### src/rtl/imem_loader.sv
// ----------------------------------------------------------------------------
// imem_loader
//
// Boot-time writer for the instruction memory. Receives a framed byte stream
// over a valid/ready handshake, packs the bytes into instruction words (MSB
// byte first) and writes each word into instruction memory. The core is held
// off via cpu_hold until a whole frame has arrived and its checksum is good.
//
// Frame: SYNC_BYTE, LEN (word count, 0 = 2^ADDR_W words),
//        LEN*INSTR_BYTES data bytes, CSUM.
// A frame is good when the 8-bit sum of all data bytes plus CSUM is 8'h00.
//
// Ports:
//   clk       in   system clock, rising edge
//   reset     in   synchronous, active-high reset
//   in_data   in   [7:0] stream byte
//   in_valid  in   in_data valid this cycle
//   in_ready  out  loader accepts a byte (transfer = in_valid && in_ready)
//   im_wen    out  one-cycle instruction memory write strobe
//   im_addr   out  [ADDR_W-1:0] instruction memory write address
//   im_wdata  out  [8*INSTR_BYTES-1:0] instruction memory write data
//   cpu_hold  out  high keeps the core stalled
//   done      out  last frame loaded with a good checksum
//   error     out  last frame failed; sticky until the next SYNC_BYTE
//
// Build option:
//   LOADER_TIMEOUT_EN  when defined, a frame that sees no accepted byte for
//                      TIMEOUT_CYC cycles while in LEN/DATA/CSUM is aborted
//                      into ERR. When undefined, a stalled frame waits
//                      forever.
// ----------------------------------------------------------------------------
module imem_loader #(
    parameter int         ADDR_W      = 8,
    parameter int         INSTR_BYTES = 2,
    parameter logic [7:0] SYNC_BYTE   = 8'hA5,
    parameter int         TIMEOUT_CYC = 1024
) (
    input  logic                       clk,
    input  logic                       reset,
    input  logic [7:0]                 in_data,
    input  logic                       in_valid,
    output logic                       in_ready,
    output logic                       im_wen,
    output logic [ADDR_W-1:0]          im_addr,
    output logic [8*INSTR_BYTES-1:0]   im_wdata,
    output logic                       cpu_hold,
    output logic                       done,
    output logic                       error
);

    localparam int WORD_W = 8 * INSTR_BYTES;
    // Word counter must hold 2^ADDR_W (LEN=0) and any 8-bit LEN value.
    localparam int CNT_W  = ((ADDR_W > 8) ? ADDR_W : 8) + 1;
    localparam int BC_W   = (INSTR_BYTES > 1) ? $clog2(INSTR_BYTES) : 1;

    typedef enum logic [2:0] {
        IDLE,
        LEN,
        DATA,
        CSUM,
        DONE,
        ERR
    } state_t;

    state_t             state_q,    state_d;
    logic [7:0]         len_q,      len_d;
    logic [WORD_W-1:0]  word_q,     word_d;
    logic [7:0]         sum_q,      sum_d;
    logic [BC_W-1:0]    byte_cnt_q, byte_cnt_d;
    logic [CNT_W-1:0]   word_cnt_q, word_cnt_d;
    logic [ADDR_W-1:0]  word_idx_q, word_idx_d;
    logic               im_wen_q,   im_wen_d;
    logic [ADDR_W-1:0]  im_addr_q,  im_addr_d;
    logic [WORD_W-1:0]  im_wdata_q, im_wdata_d;
    logic               cpu_hold_q, cpu_hold_d;
    logic               done_q,     done_d;
    logic               error_q,    error_d;

    logic               accept;
    logic               is_sync;
    logic [WORD_W-1:0]  shifted_word;
    logic [7:0]         sum_next;
    logic [CNT_W-1:0]   total_words;
    logic               byte_last;
    logic               word_last;
    logic               timeout_hit;

    // The only state that refuses bytes is the one-cycle ERR state; reset
    // also drops ready so nothing is taken while the loader is being cleared.
    assign in_ready = (state_q != ERR) && !reset;
    assign accept   = in_valid && in_ready;
    assign is_sync  = (in_data == SYNC_BYTE);

    // New byte enters at the bottom so the first byte ends up in the MSBs.
    assign shifted_word = (word_q << 8) | WORD_W'(in_data);
    assign sum_next     = sum_q + in_data;

    // LEN=0 encodes a full memory image.
    assign total_words = (len_q == 8'd0) ? (CNT_W'(1) << ADDR_W) : CNT_W'(len_q);
    assign byte_last   = (byte_cnt_q == BC_W'(INSTR_BYTES - 1));
    assign word_last   = ((word_cnt_q + CNT_W'(1)) == total_words);

`ifdef LOADER_TIMEOUT_EN
    localparam int TO_W = $clog2(TIMEOUT_CYC + 1);

    logic [TO_W-1:0]    to_cnt_q,   to_cnt_d;
    logic               to_active;

    // The counter only runs while a frame is in flight; any accepted byte
    // restarts the window.
    assign to_active   = (state_q == LEN) || (state_q == DATA) || (state_q == CSUM);
    assign timeout_hit = to_active && !accept && (to_cnt_q == TO_W'(TIMEOUT_CYC - 1));

    always_comb begin
        to_cnt_d = '0;
        if (to_active && !accept && !timeout_hit) begin
            to_cnt_d = to_cnt_q + TO_W'(1);
        end
    end
`else
    // No timeout in this build; TIMEOUT_CYC only shapes the optional counter.
    assign timeout_hit = 1'b0;
    if (TIMEOUT_CYC < 1) begin : g_timeout_range
    end
`endif

    // Next-state and next-output logic for the whole loader. All outputs are
    // registered, so every flag change becomes visible the cycle after the
    // byte that caused it.
    always_comb begin
        state_d    = state_q;
        len_d      = len_q;
        word_d     = word_q;
        sum_d      = sum_q;
        byte_cnt_d = byte_cnt_q;
        word_cnt_d = word_cnt_q;
        word_idx_d = word_idx_q;
        im_wen_d   = 1'b0;
        im_addr_d  = im_addr_q;
        im_wdata_d = im_wdata_q;
        cpu_hold_d = cpu_hold_q;
        done_d     = done_q;
        error_d    = error_q;

        case (state_q)
            IDLE, DONE: begin
                // Both wait for a sync byte and anything else is dropped.
                // Starting a load stalls the core again and clears the
                // status of the previous frame.
                if (accept && is_sync) begin
                    state_d    = LEN;
                    cpu_hold_d = 1'b1;
                    done_d     = 1'b0;
                    error_d    = 1'b0;
                    sum_d      = '0;
                    word_d     = '0;
                    byte_cnt_d = '0;
                    word_cnt_d = '0;
                    word_idx_d = '0;
                end
            end

            LEN: begin
                if (accept) begin
                    len_d   = in_data;
                    state_d = DATA;
                end
            end

            DATA: begin
                if (accept) begin
                    sum_d  = sum_next;
                    word_d = shifted_word;
                    if (byte_last) begin
                        // Word complete: present it on the write port next
                        // cycle and move on to the following address.
                        byte_cnt_d = '0;
                        im_wen_d   = 1'b1;
                        im_addr_d  = word_idx_q;
                        im_wdata_d = shifted_word;
                        word_idx_d = word_idx_q + ADDR_W'(1);
                        word_cnt_d = word_cnt_q + CNT_W'(1);
                        if (word_last) begin
                            state_d = CSUM;
                        end
                    end else begin
                        byte_cnt_d = byte_cnt_q + BC_W'(1);
                    end
                end
            end

            CSUM: begin
                if (accept) begin
                    if (sum_next == 8'h00) begin
                        state_d    = DONE;
                        done_d     = 1'b1;
                        cpu_hold_d = 1'b0;
                    end else begin
                        state_d    = ERR;
                        error_d    = 1'b1;
                        cpu_hold_d = 1'b1;
                    end
                end
            end

            ERR: begin
                // Words already written stay in memory; cpu_hold remaining
                // high is what keeps the core away from them.
                state_d    = IDLE;
                cpu_hold_d = 1'b1;
            end

            default: begin
                state_d = IDLE;
            end
        endcase

        // A stalled frame is abandoned. No byte was accepted this cycle, so
        // there is no write to conflict with.
        if (timeout_hit) begin
            state_d    = ERR;
            error_d    = 1'b1;
            cpu_hold_d = 1'b1;
            done_d     = 1'b0;
        end
    end

    // Single register stage for state, datapath and outputs. Reset wins over
    // everything, including a write strobe that was due next cycle.
    always_ff @(posedge clk) begin
        if (reset) begin
            state_q    <= IDLE;
            len_q      <= '0;
            word_q     <= '0;
            sum_q      <= '0;
            byte_cnt_q <= '0;
            word_cnt_q <= '0;
            word_idx_q <= '0;
            im_wen_q   <= 1'b0;
            im_addr_q  <= '0;
            im_wdata_q <= '0;
            cpu_hold_q <= 1'b1;
            done_q     <= 1'b0;
            error_q    <= 1'b0;
        end else begin
            state_q    <= state_d;
            len_q      <= len_d;
            word_q     <= word_d;
            sum_q      <= sum_d;
            byte_cnt_q <= byte_cnt_d;
            word_cnt_q <= word_cnt_d;
            word_idx_q <= word_idx_d;
            im_wen_q   <= im_wen_d;
            im_addr_q  <= im_addr_d;
            im_wdata_q <= im_wdata_d;
            cpu_hold_q <= cpu_hold_d;
            done_q     <= done_d;
            error_q    <= error_d;
        end
    end

`ifdef LOADER_TIMEOUT_EN
    // Inactivity counter for the optional frame timeout.
    always_ff @(posedge clk) begin
        if (reset) begin
            to_cnt_q <= '0;
        end else begin
            to_cnt_q <= to_cnt_d;
        end
    end
`endif

    assign im_wen   = im_wen_q;
    assign im_addr  = im_addr_q;
    assign im_wdata = im_wdata_q;
    assign cpu_hold = cpu_hold_q;
    assign done     = done_q;
    assign error    = error_q;

endmodule

### config.mk
export PLATFORM = sky130hd
export DESIGN_NAME = imem_loader
export DESIGN_NICKNAME = d
export VERILOG_FILES = /design/src/rtl/imem_loader.sv
export SDC_FILE = /design/constraint.sdc
export NUM_CORES = 1
export LEC_CHECK = 0
export CORE_MARGIN = 5
export CORE_UTILIZATION = 60
export DETAILED_ROUTE_END_ITERATION = 8
export HOLD_SLACK_MARGIN = 0.05
export PLACE_DENSITY = 0.85
export SYNTH_ARGS = -nofsm -noshare
export SYNTH_HDL_FRONTEND = slang
export SYNTH_SLANG_ARGS = --single-unit
### constraint.sdc
create_clock -name clk -period 9.9 [get_ports clk]
set_input_delay 2.97 -clock clk [delete_from_list [all_inputs] [get_ports clk]]
set_output_delay 2.97 -clock clk [all_outputs]
set_load 0.02 [all_outputs]
==> results of run 1 <==
area by class of cell:
cell class,instances,share of cell area [%]
clock inverter,5,1.45
timing repair buffer,41,10.2
inverter,8,0.754
clock buffer,10,3.21
multi-input combinational,313,45.4
tap,72,2.26
sequential,73,36.7
path summary, 6_finish.rpt:
| path | endpoint |
|---|---|
| setup / recovery | in_ready |
| hold / removal | im_wdata[12]$_SDFFE_PP0P_ |
| setup reg to reg | word_cnt_q[8]$_SDFFE_PP0P_ |
| hold reg to reg | im_wdata[12]$_SDFFE_PP0P_ |
registers in the layout, summed over array words and instances (netlist names):
register / cells
im_wdata: 16
word_idx_q: 8
im_wen: 1
word_cnt_q: 9
len_q: 8
byte_cnt_q: 1
sum_q: 8
error: 1
done: 1
im_addr: 8
state_q: 3
cpu_hold: 1
word_q: 8
per-stage QoR:
stage                     hold slack, ns  instances  util [%]
final                              0.454        522      72.3
after global routing               0.475        522      72.3
after CTS                          0.457        522      72.3
after detailed placement           0.445        507      68.9
after global placement             0.435        507      68.9
after floorplan                    0.432        413         -
cell usage in the layout, fill, tap and decap left out, types with 3 or more instances in the layout:
master | netlist | layout
inv_1 | 7 | 7
clkdlybuf4s50_1 | 0 | 39
nand2_1 | 72 | 72
a211oi_1 | 3 | 3
dfxtp_1 | 73 | 73
nor2_1 | 39 | 39
clkbuf_8 | 1 | 9
and3_1 | 6 | 6
or3_1 | 4 | 4
nand4_1 | 4 | 4
a21oi_1 | 34 | 34
o211ai_1 | 3 | 3
xnor2_1 | 14 | 14
nor3_1 | 5 | 5
a31oi_1 | 4 | 4
xor2_1 | 10 | 10
a22oi_1 | 15 | 15
o21ai_0 | 19 | 19
nand3_1 | 27 | 27
nor4_1 | 3 | 3
o31ai_1 | 3 | 3
ha_1 | 9 | 9
o21ai_1 | 4 | 4
tightest hold or removal path, delay by kind of cell (launching register included):
kind	cells	cell delay, ns
flip-flops	1	0.31
AND/OR/NAND/NOR	1	0.06
AO/OA/AOI/OAI	1	0.05
where the power goes:
group / switching (W) / internal [W]
logic: 0.0000147 / 0.00000790
clock network: 0.000108 / 0.000115
registers: 0.0000000409 / 0.000293
layer usage:
metal,up-vias,GRT usage (%),part of all wire (%)
met5,-,0,0
met4,0,8.06,1.6
met3,10,5.34,4.7
met2,61,38.2,48
met1,1455,26.9,45
li1,1512,-,-
cells by family (layout without fill, tap and decap cells):
kind of cell | count (synthesis) | count (layout)
AO/OA/AOI/OAI | 100 | 100
XOR/XNOR | 25 | 25
adder cells (fa/ha/maj) | 10 | 10
buffers and inverters | 27 | 64
flip-flops | 73 | 73
AND/OR/NAND/NOR | 178 | 178
==> impl_results.md, run 1 <==
* Main combinational cell family by area after synthesis: simple AND/OR/NAND/NOR gates
* Crit path time final at 7.46 ns
* Largest cells by area after synthesis: dfxtp_1 (43%), nand2_1 (8.0%), a21oi_1 (5.0%), nor2_1 (4.3%), nand3_1 (4.0%)
* Post-synth EDFFs at 0
* Fmax at 134 MHz
* Worst r2r path cells at 8
* Vias at 3,038
* CP max FO at 49
* Vias per cell at 5.82
* Main synth FF type: dfxtp_1
* Worst Setup Path Type: primary input to output pin
* Buf/Inv on CP at 3
* CTS Buf Count at 9
* Final period utilization at 75.4%
* Initial DRT Pass Iterations at 4
* Mapped Avg Cell Area at 8.23 sq um
* Root buf cell: clkbuf_8
* Crit-path slowest cell: clkdlybuf4s50_1
* CP Cell Sequence: clkdlybuf4s50_1 -> buf_4 -> a21oi_1 -> clkdlybuf4s50_1
* Final Max Slew Viols at 0
* Status: finished clean
* Count leader, synth: dfxtp_1
* Die width at 85.2 um
* Synth Area in Compound Gates at 18.3%
* Peak VDD IR at 0.105 mV
* Hold depth at 2
* CTS tree: yes
* Post-Synth Simple-Gate Area at 24.4%
* Startpoint class of the critical path: primary input
* PD cells at 135 nW/um^2
* Clock Sinks at 73
* Setup WS post-layout at 2.44 ns
* FF+latch count, synth at 73
* Cell taking the most area after synthesis: dfxtp_1
* Initial core utilization at 61.7%
* Post-synthesis adder-cell area fraction at 3.90%
* Max clock buf depth at 2
* Pwr Total at 0.000539 W
* Netlist cell types at 55
* Syn Nets at 434
* Nets at 467
* CP top delay family: buffers and inverters
* Leakage Power at 1.46 nW
* Initial antenna violation count at 0
* Clock transition at path regs at 0.08 ns
* Setup TNS at 0 ns
* Area Overhead vs Synth at 17.2%
* RSZ-0062 raised after global routing: no
* Pre-CTS setup slack at 2.43 ns
* Multi-input gate area at 1810 sq um
* Hold Path Class: flip-flop to flip-flop
* # port buffers at 39
* Reg-to-reg setup timing slack at 7.20 ns
* Fill cell count at 431
* First-pass GRT wire length at 13,200 um
* Worst Path Arrival at 4.49 ns
* Crit path depth at 4
* DR iter-0 viols at 290
* Aggregate routed wire length at 7750 um
* Post-DP HPWL at 5330 um
* Die Ht at 85.2 um
* Type of destination of the critical path: output pin
* Sequential area share after synthesis at 43.0%
* ANT cells at 0
* Clock latency on the worst-skew pair at 0.35 ns
* WL/cell at 14.8 um
* Worst Tran Pin Value at 1.19 ns
* Post-CTS setup buffers at 0
* Mapped Area at 3400 sq um
* Post-Syn Instances at 413
* Largest net degree at the start of global routing at 50
* Synth cell count leaders: dfxtp_1 (73), nand2_1 (72), nor2_1 (39)
* Core area at 5510 sq um
* Drc violations at 0
* Xor-xnor portion of the synthesized cell area at 6.67%
* Synth warn at 0
* H-Tree Depth at 3
* Crit path from: reset
* # rows at 27
* CP required at 6.93 ns
* Worst R2R Start: state_q[1]$_SDFFE_PP0P_
* Min-delay src: word_q[4]$_SDFFE_PP0P_
* Detail Route Antenna Nets at 0
* Clk_skew at 0.00910 ns
* DIE AREA at 7270 sq um
* Final instance area at 3980 sq um
* Cts repair resizes at 0
* Grt total ovfl at 0
* Final setup fails at 0
* Share of layout cells above drive strength 1 at 6.22%
* Final Hold Viols at 0
* Dpl cell area at 3800 sq um
* Most used cell, CP: clkdlybuf4s50_1
* Total track usage at 22.2%
* Number of max-cap violations at 0
* Portion of netlist area occupied by mux cells at 0%
* Hold buffers post-CTS at 0
* Yosys top cell area share at 43.0%
* # IOs at 40
* Register area at 1460 sq um
* Async set-or-reset flop fraction in the synthesized netlist at 0%
* Headroom to the max-slew limit at 19.9%
* Global placement routability congestion at 0.908
* Crit-path max cell delay at 0.56 ns
* Vias in the first global route at 2,964
(Power assumes the default switching activity.)
==> run 2: changes to the inputs <==
Settings changed: CORE_UTILIZATION 60 to 50, PLACE_DENSITY 0.85 to 0.75.
Clock period 9.9 ns to 6.3 ns, I/O delays scaled along.
==> run 2 against run 1 <==
  * Wire length rose by 2.7%
  * Final area is 0.69% higher
  * First-iteration DRC count down 43%
  * Clock skew is 0.0025 ns higher
  * Utilization is 13 points lower
  * Highest routed layer unchanged
  * Register-to-register slack worse by 3.5 ns
  * Critical path type unchanged
  * Worst hold slack gained 0.0034 ns
==> impl_results.md, run 2 (synthesis results as in run 1) <==
* Crit path time final at 4.94 ns
* Nets at 467 (unchanged)
* Initial antenna violation count at 0 (unchanged)
* Max reg flops at 16 (unchanged)
* PD cells at 219 nW/um^2 (+62%)
* Total track usage at 19.8% (-2.4 points)
* Commonest non-fill, non-tap cell in the layout: dfxtp_1
* RSZ-0062 raised after global routing: no
* Fmax at 202 MHz
* Grt total ovfl at 0 (unchanged)
* Global placement routability congestion at 0.912 (+0.46%)
* Worst Setup Path Type: primary input to output pin
* CP Cell Sequence: clkdlybuf4s50_1 -> a21oi_1 -> clkdlybuf4s50_1
* Clock transition at path regs at 0.09 ns (about the same)
* Clock Sinks at 73 (unchanged)
* Pre-CTS setup slack at 1.36 ns (-1.07 ns)
* Vias per cell at 5.63 (-3.3%)
* Min-delay src: im_addr[0]$_SDFFE_PP0P_
* Final Max Slew Viols at 0 (unchanged)
* Initial DRT Pass Iterations at 4 (unchanged)
* Pwr Total at 0.000876 W (+63%)
* Root buf cell: clkbuf_8
* CP required at 4.41 ns (-2.52 ns)
* Fill cell count at 601 (+39%)
* DIE AREA at 8540 sq um (+18%)
* Worst Path Arrival at 3.05 ns (-1.44 ns)
* Leakage Power at 1.47 nW (+0.55%)
* CTS Buf Count at 9 (unchanged)
* Share of layout cells above drive strength 1 at 6.65% (+0.43 points)
* Hold buffers post-CTS at 0 (unchanged)
* Most used cell, CP: clkdlybuf4s50_1
* Setup TNS at 0 ns (unchanged)
* Headroom to the max-slew limit at 19.9% (about the same)
* Largest net degree at the start of global routing at 49 (-2.0%)
* Die Ht at 92.4 um (+8.4%)
* Area Overhead vs Synth at 18.0%
* Buf/Inv on CP at 2 (-1)
* Status: finished clean
* Crit-path slowest cell: clkdlybuf4s50_1
* Die width at 92.4 um (+8.4%)
* Drc violations at 0 (unchanged)
* First-pass GRT wire length at 13,500 um (+1.7%)
* Setup WS post-layout at 1.36 ns (-1.08 ns)
* Number of max-cap violations at 0 (unchanged)
* ANT cells at 0 (unchanged)
* Multi-input gate area at 1810 sq um (unchanged)
* Hold Path Class: flip-flop to flip-flop
* Worst Tran Pin Value at 1.19 ns (+0.000285 ns)
* Worst R2R Start: sum_q[0]$_SDFFE_PP0P_
* Post-CTS setup buffers at 0 (unchanged)
* Type of destination of the critical path: output pin
* Final period utilization at 78.5%
* CP top delay family: buffers and inverters
* Aggregate routed wire length at 7960 um (+2.7%)
* Most frequent cells in the layout: dfxtp_1 (73), nand2_1 (72), nor2_1 (39), clkdlybuf4s50_1 (39), a21oi_1 (34)
* # port buffers at 39 (unchanged)
* Dpl cell area at 3810 sq um (+0.26%)
* # rows at 30 (+11%)
* Cts repair resizes at 0 (unchanged)
* Initial core utilization at 50.6% (-11 points)
* Detail Route Antenna Nets at 0 (unchanged)
* Vias at 2,988 (-1.6%)
* Crit path from: reset
* H-Tree Depth at 3 (unchanged)
* Final setup fails at 0 (unchanged)
* Final instance area at 4010 sq um (+0.69%)
* DR iter-0 viols at 164 (-43%)
* WL/cell at 15.0 um (+0.94%)
* CTS tree: yes
* Startpoint class of the critical path: primary input
* Clock latency on the worst-skew pair at 0.36 ns (about the same)
* Crit-path max cell delay at 0.62 ns (+0.06 ns)
* Clk_skew at 0.0116 ns (+0.00246 ns)
* Peak VDD IR at 0.141 mV (+34%)
* Post-DP HPWL at 5390 um (+1.2%)
* Register area at 1460 sq um (unchanged)
* Core area at 6720 sq um (+22%)
* CP max FO at 2 (-96%)
* Max clock buf depth at 2 (unchanged)
* # IOs at 40 (unchanged)
* Vias in the first global route at 2,870 (-3.2%)
* Final Hold Viols at 0 (unchanged)
## run 2: path summary, 6_finish.rpt
kind | slack, ns | end | depth (start not counted)
setup / recovery | 1.36 | in_ready | 3
hold / removal | 0.46 | im_addr[0]$_SDFFE_PP0P_ | 2
setup reg to reg | 3.74 | done$_SDFFE_PP0P_ | 7
hold reg to reg | 0.46 | im_addr[0]$_SDFFE_PP0P_ | 2
## run 2: per-layer routing
metal	vias to the layer above	part of all wire, %	GRT usage [%]
met1	1393	47	24.5
met5	-	0	0
li1	1516	-	-
met2	64	47	32.0
met3	15	4.9	5.77
met4	0	1.8	8.42
## run 2: final cells by class
cell class | instances | share of cell area (%)
multi-input cells | 313 | 45.1
flip-flops and latches | 73 | 36.5
repair buffers | 41 | 10.1
clock buffers | 9 | 3.09
well taps | 80 | 2.50
clock inverters | 7 | 1.97
inverters | 8 | 0.749
## run 2: tightest hold or removal path, stage by stage (launching register included)
cell and delay (ns):
dfxtp_1 0.32, nand2_1 0.05, a21oi_1 0.05
## run 2: power breakdown
part           leakage (nW)  switching [W]  total (W)  internal (W)
logic                 0.775      0.0000228  0.0000352     0.0000124
clock network         0.104       0.000193   0.000380      0.000187
registers             0.588   0.0000000733   0.000461      0.000461
total                  1.47       0.000216   0.000876      0.000660
## run 2: stage by stage
stage	instances	utilization, %	hold slack (ns)
after floorplan	413	-	0.432
after global placement	515	56.6	0.445
after detailed placement	515	56.6	0.447
after CTS	531	59.7	0.460
after global routing	531	59.7	0.470
final	531	59.7	0.458
==> run 3: changes to the inputs <==
Settings changed: CORE_UTILIZATION 50 to 55, PLACE_DENSITY 0.75 to 0.79.
Clock period 6.3 ns to 4.9 ns, I/O delays scaled along.
==> run 3 against run 2 <==
  * Clock skew is 0.0042 ns lower
  * Clock-buffer cell count is 2 higher
  * Final area is 0.87% higher
  * Critical endpoint is now word_cnt_q[8]$_SDFFE_PP0P_
  * Worst setup slack got worse by 0.58 ns
  * Power grew 38%
  * Global-route usage increased by 2.0 points
  * Worst hold slack worse by 0.0043 ns
  * Final cell count fell by 0.94%
==> impl_results.md, run 3 (synthesis results as in run 1) <==
* WL/cell at 15.4 um (+2.8%)
* # IOs at 40 (unchanged)
* Dpl cells at 510 (-0.97%)
* Area Overhead vs Synth at 19.0%
* Final setup fails at 0 (unchanged)
* Drc violations at 0 (unchanged)
* Peak VDD IR at 0.260 mV (+85%)
* Crit-path slowest cell: and4_1
* Total track usage at 21.8% (+2.0 points)
* Clock latency on the worst-skew pair at 0.34 ns (-0.02 ns)
* Fill cell count at 518 (-14%)
* Status: finished clean
* Initial core utilization at 57.0% (+6.5 points)
* CP top delay family: buffers and inverters
* Hold Path Class: flip-flop to flip-flop
* Hold buffers post-CTS at 0 (unchanged)
* Final period utilization at 84.1%
* # port buffers at 39 (unchanged)
* Detail Route Antenna Nets at 0 (unchanged)
* Number of max-cap violations at 0 (unchanged)
* Worst Tran Pin Value at 1.14 ns (-0.0485 ns)
* RSZ-0062 raised after global routing: no
* Post-CTS setup buffers at 0 (unchanged)
* ANT cells at 0 (unchanged)
* Aggregate routed wire length at 8100 um (+1.8%)
* Initial DRT Pass Iterations at 5 (+1)
* PD cells at 299 nW/um^2 (+37%)
* Final Max Slew Viols at 0 (unchanged)
* First-pass GRT wire length at 13,400 um (-0.25%)
* Clock Sinks at 73 (unchanged)
* Fmax at 243 MHz
* Max reg flops at 16 (unchanged)
* Clk_skew at 0.00733 ns (-0.00423 ns)
* Leakage Power at 1.48 nW (+1.0%)
* Headroom to the max-slew limit at 23.2% (+3.3 points)
* Cts repair resizes at 0 (unchanged)
* # rows at 28 (-6.7%)
* Register area at 1460 sq um (unchanged)
* Buf/Inv on CP at 4 (+2)
* Commonest non-fill, non-tap cell in the layout: dfxtp_1
* CP max FO at 48 (+46)
* Root buf cell: clkbuf_8
* Multi-input gate area at 1810 sq um (unchanged)
* Worst Path Arrival at 4.37 ns (+1.32 ns)
* Nets at 467 (unchanged)
* Die width at 88.6 um (-4.1%)
* Core area at 5960 sq um (-11%)
* CTS tree: yes
* Vias per cell at 5.87 (+4.2%)
* Post-DP HPWL at 5560 um (+3.1%)
* Initial antenna violation count at 0 (unchanged)
* Setup TNS at 0 ns (unchanged)
* CTS Buf Count at 9 (unchanged)
* Hold WS at 0.453 ns (-0.00431 ns)
* Grt total ovfl at 0 (unchanged)
* Worst Setup Path Type: primary input to flip-flop
* Largest net degree at the start of global routing at 49 (unchanged)
* CP required at 5.15 ns (+0.74 ns)
* DIE AREA at 7850 sq um (-8.1%)
* Non-filler cells, final at 526 (-0.94%)
* Vias in the first global route at 2,869 (-0.035%)
* Most frequent cells in the layout: dfxtp_1 (73), nand2_1 (72), nor2_1 (39), clkdlybuf4s50_1 (39), a21oi_1 (34)
* Crit-path max cell delay at 0.65 ns (+0.03 ns)
* Type of destination of the critical path: flip-flop
* DR iter-0 viols at 302 (+84%)
* Startpoint class of the critical path: primary input
* Share of layout cells above drive strength 1 at 6.43% (-0.22 points)
* Die Ht at 88.6 um (-4.1%)
* Crit path time final at 4.12 ns
* Max clock buf depth at 2 (unchanged)
* Vias at 3,085 (+3.2%)
* H-Tree Depth at 3 (unchanged)
* CP Cell Sequence: clkdlybuf4s50_1 -> buf_4 -> inv_1 -> and4_1 -> nand2_1 -> inv_2 -> and2_0 -> o21ai_0 -> o31ai_1
* Final Hold Viols at 0 (unchanged)
* Global placement routability congestion at 0.853 (-6.5%)
* Clock transition at path regs at 0.07 ns (-0.02 ns)
-- run 3: cell types whose count changed in the layout (fill, tap and decap cells not counted) --
cell / delta
clkinv_4: -3
inv_6: -2
clkbuf_1: +1
clkinvlp_4: +1
bufinv_16: +2
clkbuf_8: +1
-- run 3: layout make-up --
type / count / area share (%)
clock inverters: 5 / 2.54
well taps: 75 / 2.32
multi-input cells: 313 / 44.7
repair buffers: 41 / 10.0
clock buffers: 11 / 3.50
flip-flops and latches: 73 / 36.1
inverters: 8 / 0.743
-- run 3: power by group --
group,internal (W),leakage (nW),switching [W]
Sequential,0.000593,0.588,0.0000000829
Combinational,0.0000160,0.775,0.0000299
Clock,0.000352,0.120,0.000219
-- run 3: path summary, 6_finish.rpt --
check                          start                          to  slack (ns)  cells past startpoint
min               error$_SDFFE_PP0P_          error$_SDFFE_PP0P_        0.45                      2
min reg2reg       error$_SDFFE_PP0P_          error$_SDFFE_PP0P_        0.45                      2
max reg2reg  state_q[1]$_SDFFE_PP0P_  word_cnt_q[8]$_SDFFE_PP0P_        2.21                      7
max                            reset  word_cnt_q[8]$_SDFFE_PP0P_        0.78                      9
-- run 3: per-stage QoR --
stage / cell area [sq um] / util (%) / total power [W] / worst slack [ns]
finish: 4040 / 67.9 / 0.00121 / 0.779
global route: 4040 / 67.9 / 0.00125 / 0.458
CTS: 4040 / 67.9 / 0.00121 / 0.759
detailed placement: 3800 / 63.8 / 0.000652 / 0.384
global placement: 3800 / 63.8 / 0.000651 / 0.493
floorplan: 3400 / - / 0.000631 / 1.26
-- run 3: metal layers --
metal	share of wire (%)	up-vias	global-route usage, %
li1	-	1512	-
met1	43	1451	28.8
met2	48	101	35.1
met3	7.5	21	4.10
met4	2.0	0	8.93
met5	0	-	0
-- run 3: worst reg2reg max path: cells and delay by family, from the launching register on --
kind                   cells  cell delay (ns)
DFF                        1             0.53
and+or+nand+nor            4             1.42
buffers and inverters      1             0.49
AOI/OAI and AO/OA          2             0.16
